## src/rtl/dma_pkg.sv

```systemverilog
// Shared types and helpers for the DMA priority resolver.
// The picker scans from lowest to highest priority so the last hit is the winner.
package dma_pkg;

   typedef enum logic [1:0] {IDLE, HREQ, GRANT, RELEASE} dma_prio_state_t;

   localparam int NUM_CH_DEFAULT = 4;
   localparam int DMA_MAX_CH     = 8;

   // Highest-priority requesting channel, counting from top and wrapping at n.
   function automatic int unsigned dma_pick(input logic [DMA_MAX_CH-1:0] req,
                                            input int unsigned n,
                                            input int unsigned top);
      int unsigned win;
      int unsigned idx;
      win = 0;
      for (int k = DMA_MAX_CH - 1; k >= 0; k--) begin
         if (unsigned'(k) < n) begin
            idx = top + unsigned'(k);
            if (idx >= n) idx = idx - n;
            if (req[idx[2:0]]) win = idx;
         end
      end
      return win;
   endfunction

endpackage

```

## src/rtl/dma_req_sync.sv

```systemverilog
// Per-bit request synchroniser, STAGES flops deep, clears to "no request".
// Latency STAGES cycles; no backpressure.
module dma_req_sync #(
   parameter int STAGES = 2
) (
   input  logic CLK,
   input  logic RESET,
   input  logic d_i,
   output logic q_o
);

   logic [STAGES-1:0] sync_q;

   always_ff @(posedge CLK or posedge RESET) begin
      if (RESET) sync_q <= '0;
      else       sync_q <= {sync_q[STAGES-2:0], d_i};
   end

   assign q_o = sync_q[STAGES-1];

endmodule

```

## src/rtl/dma_priority_resolver.sv

```systemverilog
// DMA request arbiter with CPU hold handshake; optional rotating priority via DMA_ROT_PRIO_EN.
// Grant appears SYNC_STAGES+2 cycles after a raw request at the earliest; grant held until svcDone or hlda loss.
module dma_priority_resolver
   import dma_pkg::*;
#(
   parameter int NUM_CH      = NUM_CH_DEFAULT,
   parameter int SYNC_STAGES = 2
) (
   input  logic                      CLK,
   input  logic                      RESET,
   input  logic [NUM_CH-1:0]         dreq,
   input  logic                      dreqActiveLow,
   input  logic                      dackActiveHigh,
   input  logic [NUM_CH-1:0]         mask,
`ifdef DMA_ROT_PRIO_EN
   input  logic                      rotPrio,
`endif
   input  logic                      hlda,
   input  logic                      svcDone,
   output logic                      hrq,
   output logic [NUM_CH-1:0]         dack,
   output logic                      validDACK,
   output logic [$clog2(NUM_CH)-1:0] grantCh,
   output logic [NUM_CH-1:0]         validDreq
);

   localparam int CW = $clog2(NUM_CH);

   logic [NUM_CH-1:0] sync_dat;
   logic [NUM_CH-1:0] dack_onehot;
   dma_prio_state_t   state_q, state_d;
   logic [CW-1:0]     grant_q, grant_d;
   logic [CW-1:0]     winner, top_sel;
   logic              any_req;

   for (genvar i = 0; i < NUM_CH; i++) begin : g_sync
      dma_req_sync #(.STAGES(SYNC_STAGES)) u_sync (
         .CLK   (CLK),
         .RESET (RESET),
         .d_i   (dreq[i] ^ dreqActiveLow),
         .q_o   (sync_dat[i])
      );
   end

   assign validDreq = sync_dat & ~mask;
   assign any_req   = |validDreq;

`ifdef DMA_ROT_PRIO_EN
   logic [CW-1:0] prio_top_q, prio_top_d;

   always_ff @(posedge CLK or posedge RESET) begin
      if (RESET) prio_top_q <= '0;
      else       prio_top_q <= prio_top_d;
   end

   assign top_sel = rotPrio ? prio_top_q : '0;
`else
   assign top_sel = '0;
`endif

   assign winner = CW'(dma_pick(DMA_MAX_CH'(validDreq), NUM_CH, 32'(top_sel)));

   always_ff @(posedge CLK or posedge RESET) begin
      if (RESET) begin
         state_q <= IDLE;
         grant_q <= '0;
      end else begin
         state_q <= state_d;
         grant_q <= grant_d;
      end
   end

   always_comb begin
      state_d   = state_q;
      grant_d   = grant_q;
      hrq       = 1'b0;
      validDACK = 1'b0;
`ifdef DMA_ROT_PRIO_EN
      prio_top_d = prio_top_q;
`endif
      case (state_q)
         IDLE: begin
            if (any_req) state_d = HREQ;
         end
         HREQ: begin
            hrq = 1'b1;
            if (hlda) begin
               if (any_req) begin
                  state_d = GRANT;
                  grant_d = winner;
               end else begin
                  state_d = RELEASE;
               end
            end else if (!any_req) begin
               state_d = IDLE;
            end
         end
         GRANT: begin
            hrq       = 1'b1;
            validDACK = 1'b1;
            // Losing the bus wins over a simultaneous svcDone and leaves the pointer alone.
            if (!hlda) begin
               state_d = RELEASE;
            end else if (svcDone) begin
               state_d = RELEASE;
`ifdef DMA_ROT_PRIO_EN
               prio_top_d = (grant_q == CW'(NUM_CH - 1)) ? '0 : CW'(grant_q + 1'b1);
`endif
            end
         end
         RELEASE: begin
            state_d = IDLE;
         end
         default: state_d = IDLE;
      endcase
   end

   assign dack_onehot = validDACK ? (NUM_CH'(1) << grant_q) : '0;
   assign dack        = dackActiveHigh ? dack_onehot : ~dack_onehot;
   assign grantCh     = grant_q;

endmodule

```

## config.mk

```make
export PLATFORM = sky130hd
export DESIGN_NAME = dma_priority_resolver
export DESIGN_NICKNAME = d
export VERILOG_FILES = /design/src/rtl/dma_pkg.sv /design/src/rtl/dma_req_sync.sv /design/src/rtl/dma_priority_resolver.sv
export SDC_FILE = /design/constraint.sdc
export NUM_CORES = 1
export LEC_CHECK = 0
export CAP_MARGIN = 20
export CELL_PAD_IN_SITES_DETAIL_PLACEMENT = 0
export CELL_PAD_IN_SITES_GLOBAL_PLACEMENT = 1
export CORE_AREA = 2 2 47 53
export CTS_CLUSTER_SIZE = 10
export DETAILED_ROUTE_END_ITERATION = 8
export DIE_AREA = 0 0 49 55
export PLACE_DENSITY = 0.81
export SYNTH_ARGS = -nofsm -noshare
export SYNTH_HDL_FRONTEND = slang
export SYNTH_HIERARCHICAL = 1
export SYNTH_SLANG_ARGS = --single-unit
```

## constraint.sdc

```tcl
create_clock -name CLK -period 4.1 [get_ports CLK]
set_input_delay 0.82 -clock CLK [delete_from_list [all_inputs] [get_ports CLK]]
set_output_delay 0.82 -clock CLK [all_outputs]
set_load 0.01 [all_outputs]
```

# Word-level counts from Yosys, hierarchy flattened

Index checks and enable logic that the tools add are counted.
Widths: inputs -> output; s select.

Output and inout port bits: 12
Bits in registers: 12
Logic and storage cells: 40

Eq/ne operators: 6
Reductions and logical operators: 5
Bitwise gates (word level): 7
Shift operators: 1
Mux-type cells: 15

Operators with widths:

| operator            | count |
|---|---|
| $mux 2              | 9 |
| $mux 4              | 2 |
| $not 4->4           | 2 |
| $pmux 2 s4          | 1 |
| $ne 3x3->1 const B  | 2 |
| $reduce_and 3->1    | 2 |
| $and 4x4->4         | 1 |
| $eq 2x2->1 const B  | 2 |
| $reduce_or 4->1     | 1 |
| $shl 1x2->4 const A | 1 |
| $xor 1x1->1         | 4 |
| $mux 1              | 3 |
| $eq 2x1->1 const B  | 1 |
| $logic_not 2->1     | 1 |
| $ne 2x2->1 const B  | 1 |
| $reduce_or 2->1     | 1 |

# Logic depth before layout (Yosys ltp)

Gate-level depths: netlist of the first run.

Depth in word-level cells: 6
Depth in mapped cells: 6
Depth with buffers taken out: 6

# Modules after synthesis

Netlist of the first run, hierarchy kept.

By module, submodules not included:

| module                | area each (um2) | times used | cells an instance |
|---|---|---|---|
| dma_priority_resolver | 461.7           | 1          | 53 |
| dma_req_sync          | 53.8            | 4          | 3 |

# Least setup slack after synthesis of the first run

Ideal clock, no wire load.

Path type: reg-to-output
Start point: reg state_q[0]
End point: out dack[0]
Cell stages (with the launch flop): 5
Data required time: 3.280 ns
Path buffers: 0
Path slack: 2.065 ns
Data arrival time: 1.215 ns
Path through: dfrtp_1 inv_1 ha_1 nor3b_1 xnor2_1

Word-level cells in the longest chain between the ends: 5

Ends and longest elaborated chain:

| what                     | RTL line                     | source |
|---|---|---|
| start: declaration       | dma_priority_resolver.sv:31  | `dma_prio_state_t state_q, state_d;` |
| start signal: assignment | dma_priority_resolver.sv:68  | `state_q <= state_d;` |
| $eq 2x2->1 (*)           | dma_priority_resolver.sv:81  | `case (state_q)` |
| $mux 1 (*)               | dma_priority_resolver.sv:81  |  |
| via validDACK            | dma_priority_resolver.sv:22  | `output logic validDACK,` |
| $mux 4 (*)               | dma_priority_resolver.sv:118 | `assign dack_onehot = validDACK ? (NUM_CH'(1) << grant_q) : '0;` |
| $not 4->4                | dma_priority_resolver.sv:119 | `assign dack = dackActiveHigh ? dack_onehot : ~dack_onehot;` |
| $mux 4 (*)               | dma_priority_resolver.sv:119 |  |
| end: declaration         | dma_priority_resolver.sv:21  | `output logic [NUM_CH-1:0] dack,` |

Mark *: on every way through the listed nets, which the timed path passes. The rest lies on a longest branch.

# Final worst setup path of the first run

Start point: in mask[3]
End point: out validDreq[3]

Word-level cells in the longest chain between the ends: 2

Ends and longest elaborated chain:

| what               | RTL line                    | source |
|---|---|---|
| start: declaration | dma_priority_resolver.sv:14 | `input logic [NUM_CH-1:0] mask,` |
| $not 4->4          | dma_priority_resolver.sv:45 | `assign validDreq = sync_dat & ~mask;` |
| $and 4x4->4        | dma_priority_resolver.sv:45 |  |
| end: declaration   | dma_priority_resolver.sv:24 | `output logic [NUM_CH-1:0] validDreq` |

No other way between the ends.

==> run_results.csv, run 1 <==
group,metric,value,unit
cts,clockRootBuffer,"clkbuf_4",
worst_hold_path,hp-class,"reg2reg",
sta,fin_hold_ws,0.350,ns
power,total_power,477,uW
drt,viasPerCell,4.40,
final_layout,fillers,218,
placed_design,placedCellCount,120,
synthesis,synthFlopType,"dfrtp_1",
power,power.leakage,0.442,nW
worst_hold_path,hp-start,"g_sync[1].u_sync/sync_q[0]",
sta,tightestPinTransition,0.363,ns
synthesis,synth_top_area_frac,0.444,
drt,routed_wirelength,1.23,mm
sta,timing.final.crit_share,0.723,
placed_design,gp_congestion,0.655,
cts,clk_latency,0.27,ns
floorplan,die-area,2700,sq um
drt,vias,546,
critical_path,cp_max_fo,4,
placed_design,placed_area,965,sq um
cts,clk_pin_slew,0.07,ns
drt,ant_nets,0,
synthesis,syn-cell-area,677,sq um
final_layout,drive_above_1_share,0.0851,
sta,finClkSkew,0.000929,ns
sta,rsz0062_at_grt,"no",
critical_path,worstPathRequired,3.28,ns
critical_path,r2r_start,"state_q[0]",
placed_design,pre_cts_ws,1.13,ns
drt,wire_per_inst,9.93,um
final_layout,num_antenna_cells,0,
synthesis,synth-seq-cells,12,
sta,setup_viol,0,
synthesis,seq_area_frac_synth,0.444,
synthesis,synth_area_per_cell,10.4,sq um
final_layout,regArea,300,sq um
synthesis,yosysMostFrequentCell,"dfrtp_1",
outcome,status,"completed",
critical_path,cp-start-kind,"input port",
critical_path,critPathArrivalTime,2.14,ns
floorplan,fp.dieH,55,um
floorplan,rows,18,
final_layout,multi_input_area,340,sq um
worst_hold_path,hold_depth,0,
sta,slew_viol_final,0,
floorplan,io_pins,26,
cts,cts_tree,"yes",
job,max-cap-violations,0,
synthesis,syn_inst,65,
power,power.density,477,nW/um^2
worst_hold_path,holdPathEnd,"g_sync[1].u_sync/sync_q[1]",
critical_path,worst_r2r_path_depth,6,
critical_path,end_kind,"output port",
drt,drc,0,
drt,drtPass1Iterations,2,
final_layout,fin_nets,113,
placed_design,place_hpwl,1.08,mm
cts,numCtsBuffers,3,
grt,overflow,0,
sta,hold_viol_final,0,
critical_path,worstSetupPathType,"in2out",
final_layout,design_area,1000,sq um
final_layout,postLayoutCoreUtil,0.458,
drt,drt_iter0_markers,3,
cts,post_cts_buffers,0,
grt,grt_antenna_before_repair,0,
synthesis,synth_edf_count,0,
power,peakVddDrop,0.000227,V
cts,cts_max_path_buffers,2,
cts,cts_resized,0,
floorplan,die_w,49,um
synthesis,postSynth.asyncResetShare,1.00,
cts,cts-htree-levels,1,
synthesis,netlist_top_cells_count,"dfrtp_1, inv_1, nor2_1",
floorplan,core_area,2180,sq um
final_layout,instances_no_fill,124,
cts,cts_sinks,12,
cts,holdBufCountCts,0,
sta,fin_ws,1.14,ns
sta,setup_tns,0,ns
sta,maxSlewHeadroom,0.756,
critical_path,r2r_slack,2.53,ns
sta,timing.fmax,337,MHz
floorplan,start_util,0.310,
grt,grt_pass1_wl,1.93,mm
synthesis,syn_nets,83,
placed_design,io_buffers,25,
grt,grt_pass1_vias,472,
sta,period_needed,2.96,ns
grt,grt_usage,0.0960,
synthesis,synthTopCellsByArea,"dfrtp_1, xor2_1, ha_1",
synthesis,yosysTopAreaCell,"dfrtp_1",
grt,grt_max_degree,8,
synthesis,netlist-cell-type-count,22,
final_layout,areaGrowthSynthToFinish,47.9,%
synthesis,ys_warn_count,6,
==> how the worst max path moves through the flow <==
stage                               to  depth (start not counted)  slack [ns]  startpoint
after floorplan                dack[0]                          4        2.06  state_q[0]
after global placement    validDreq[3]                          3        1.16     mask[3]
after detailed placement  validDreq[3]                          3        1.13     mask[3]
after CTS                 validDreq[3]                          3        1.14     mask[3]
after global routing           dack[0]                          5        1.06  state_q[0]
final                     validDreq[3]                          3        1.14     mask[3]
==> flip-flops by register name, indices dropped and copies added (netlist names), named ones only <==
| name | count |
|---|---|
| g_sync.u_sync/sync_q | 8 |
| grantCh | 2 |
| state_q | 1 |
==> critical path, stage by stage <==
cell and delay, ns:
clkdlybuf4s50_1 0.39, nor2b_1 0.31, clkdlybuf4s50_1 0.62
==> cell usage in the layout (no fill, tap or decap), drive strengths merged <==
master	count
clkdlybuf4s50	25
dfrtp	12
inv	9
nor2	7
xor2	6
ha	4
clkbuf	4
nand2	3
mux2i	3
nand3	3
nor2b	3
o22a	2
nand3b	2
o21ai	2
xnor2	2
nand2b	2
a21oi	1
nor4	1
and4	1
o22ai	1
nor3b	1
==> kinds of logic (layout without fill, tap and decap cells) <==
| family | after synthesis | in the layout | synth area share |
|---|---|---|---|
| AND/OR/NAND/NOR | 23 | 23 | 0.224 |
| flip-flops | 12 | 12 | 0.444 |
| buffers and inverters | 9 | 38 | 0.0536 |
| XOR/XNOR | 8 | 8 | 0.104 |
| AO/OA/AOI/OAI | 6 | 6 | 0.0573 |
| adder cells (fa/ha/maj) | 4 | 4 | 0.0739 |
| multiplexers | 3 | 3 | 0.0444 |
==> routing by layer <==
| layer | vias to the layer above | track usage | wire, um |
|---|---|---|---|
| met3 | 2 | 0.0269 | 55 |
| met1 | 253 | 0.100 | 492 |
| met4 | 0 | 0.0571 | 17 |
| met2 | 16 | 0.178 | 666 |
| li1 | 275 | - | - |
| met5 | - | 0 | 0 |
==> layout make-up <==
cell class                 count  share of cell area
clock buffer                   4              0.0363
inverter                       9              0.0363
multi-input combinational     44               0.340
sequential                    12               0.300
tap                           30              0.0375
timing repair buffer          25               0.250
==> power by group <==
part	internal, mW	switching [mW]
Sequential	0.145	0.0270
Combinational	0.117	0.0958
Clock	0.0540	0.0384
(Power assumes the default switching activity.)
==> run 2, diff against run 1 <==
Settings changed: CORE_AREA 2 2 47 53 to 2 2 50 57, DIE_AREA 0 0 49 55 to 0 0 52 59, PLACE_DENSITY 0.81 to 0.75.
Clock period 4.1 ns to 2.4 ns, I/O delays scaled along.
==> run 2 against run 1 <==
Compared with the run above: non-clock buffer count up 3; final cell count up 3.2%; first-iteration DRC count rose to 5.3 times the previous value; largest power group unchanged; highest routed layer is now met3.
==> run_results.csv, run 2 (synthesis results as in run 1) <==
group,metric,value,unit
sta,slew_viol_final,0,
sta,fin_hold_ws,0.350,ns
cts,clockRootBuffer,"clkbuf_4",
sta,setup_viol,0,
final_layout,num_antenna_cells,0,
grt,overflow,0,
final_layout,multi_input_area,358,sq um
sta,timing.fmax,434,MHz
drt,wire_per_inst,9.53,um
drt,drt_iter0_markers,16,
sta,maxSlewHeadroom,0.761,
sta,finClkSkew,0.00195,ns
floorplan,rows,19,
critical_path,critPathArrivalTime,1.82,ns
grt,grt_usage,0.0803,
grt,grt_pass1_wl,1.84,mm
final_layout,regArea,300,sq um
sta,tightestPinTransition,0.356,ns
final_layout,largest_reg_flops,8,
placed_design,place_hpwl,1.08,mm
grt,grt_max_degree,8,
final_layout,fillers,236,
critical_path,cp-start-kind,"flip-flop",
placed_design,io_buffers,25,
final_layout,regMostFlops,"g_sync.u_sync/sync_q",
floorplan,fp.dieH,59,um
sta,setup_tns,0,ns
sta,rsz0062_at_grt,"no",
cts,clk_latency,0.26,ns
final_layout,areaGrowthSynthToFinish,54.3,%
floorplan,die_w,52,um
drt,viasPerCell,4.12,
cts,clk_pin_slew,0.07,ns
drt,drtPass1Iterations,4,
drt,ant_nets,0,
critical_path,worstPathRequired,1.92,ns
worst_hold_path,hp-class,"reg2reg",
floorplan,io_pins,26,
cts,cts_tree,"yes",
sta,hold_viol_final,0,
final_layout,final_cell_mix,"clkdlybuf4s50_1, dfrtp_1, inv_1",
power,power.leakage,0.467,nW
floorplan,start_util,0.276,
sta,period_needed,2.30,ns
placed_design,gp_congestion,0.726,
power,peakVddDrop,0.000477,V
cts,cts_sinks,12,
power,power.density,806,nW/um^2
power,total_power,842,uW
critical_path,cp_max_fo,6,
critical_path,end_kind,"output port",
cts,cts-htree-levels,1,
final_layout,drive_above_1_share,0.134,
final_layout,fin_nets,116,
sta,timing.final.crit_share,0.960,
cts,post_cts_buffers,0,
floorplan,core_area,2450,sq um
cts,cts_max_path_buffers,2,
outcome,status,"completed",
floorplan,die-area,3070,sq um
grt,grt_pass1_vias,487,
drt,routed_wirelength,1.22,mm
job,max-cap-violations,0,
drt,drc,0,
cts,numCtsBuffers,3,
critical_path,worstSetupPathType,"reg2out",
final_layout,final_common_cell,"clkdlybuf4s50_1",
grt,grt_antenna_before_repair,0,
drt,vias,527,
## run 2: changes by cell type in the layout (fill, tap and decap cells not counted), sizes merged
cell	previous run	this run
dlymetal6s2s	0	1
buf	0	3
clkdlybuf4s50	25	24
## run 2: layout make-up
type	instances	area share
inverters	9	0.0347
clock buffers	4	0.0347
flip-flops and latches	12	0.287
repair buffers	28	0.263
multi-input cells	44	0.343
well taps	31	0.0371
## run 2: path summary, 6_finish.rpt
| check | from | to | slack [ns] | cells after the start |
|---|---|---|---|---|
| max | state_q[0] | dack[0] | 0.1 | 5 |
| min reg2reg | g_sync[1].u_sync/sync_q[0] | g_sync[1].u_sync/sync_q[1] | 0.35 | 0 |
| min in group asynchronous | RESET | g_sync[2].u_sync/sync_q[1] | 0.47 | 2 |
| min | g_sync[1].u_sync/sync_q[0] | g_sync[1].u_sync/sync_q[1] | 0.35 | 0 |
| max in group asynchronous | RESET | state_q[0] | 1.74 | 2 |
| max reg2reg | g_sync[2].u_sync/sync_q[1] | flip-flop | 0.86 | 5 |
## run 2: what timing repair did
action,CTS,global route
hold buffers,0,0
endpoints found under the hold margin,0,0
endpoints found under the setup margin,1,3
gates resized for setup,2,2
## run 2: power breakdown
part	internal, mW	switching, mW
clock network	0.0921	0.0605
logic	0.218	0.183
registers	0.248	0.0406
total	0.558	0.284
## run 2: worst max-delay path, stage by stage (launching register included)
cell             delay, ns
dfrtp_1               0.38
inv_1                 0.14
ha_4                  0.19
nor3b_2               0.18
xnor2_1               0.13
clkdlybuf4s50_1       0.55
## run 2: routing by layer
layer,vias to the layer above,GRT usage,part of all wire
li1,277,-,-
met2,16,0.150,0.52
met3,0,0.0202,0.075
met1,234,0.0785,0.40
met4,0,0.0451,0
met5,-,0,0
## run 2: per-stage QoR
stage | setup WS (ns) | cell area, sq um | instances | utilization
final | 0.0964 | 1040 | 128 | 0.427
after global routing | 0.0383 | 1040 | 128 | 0.427
after floorplan | 0.705 | 677 | 65 | -
after global placement | 0.167 | 988 | 124 | 0.404
after detailed placement | 0.110 | 988 | 124 | 0.404
after CTS | 0.0220 | 1030 | 128 | 0.422
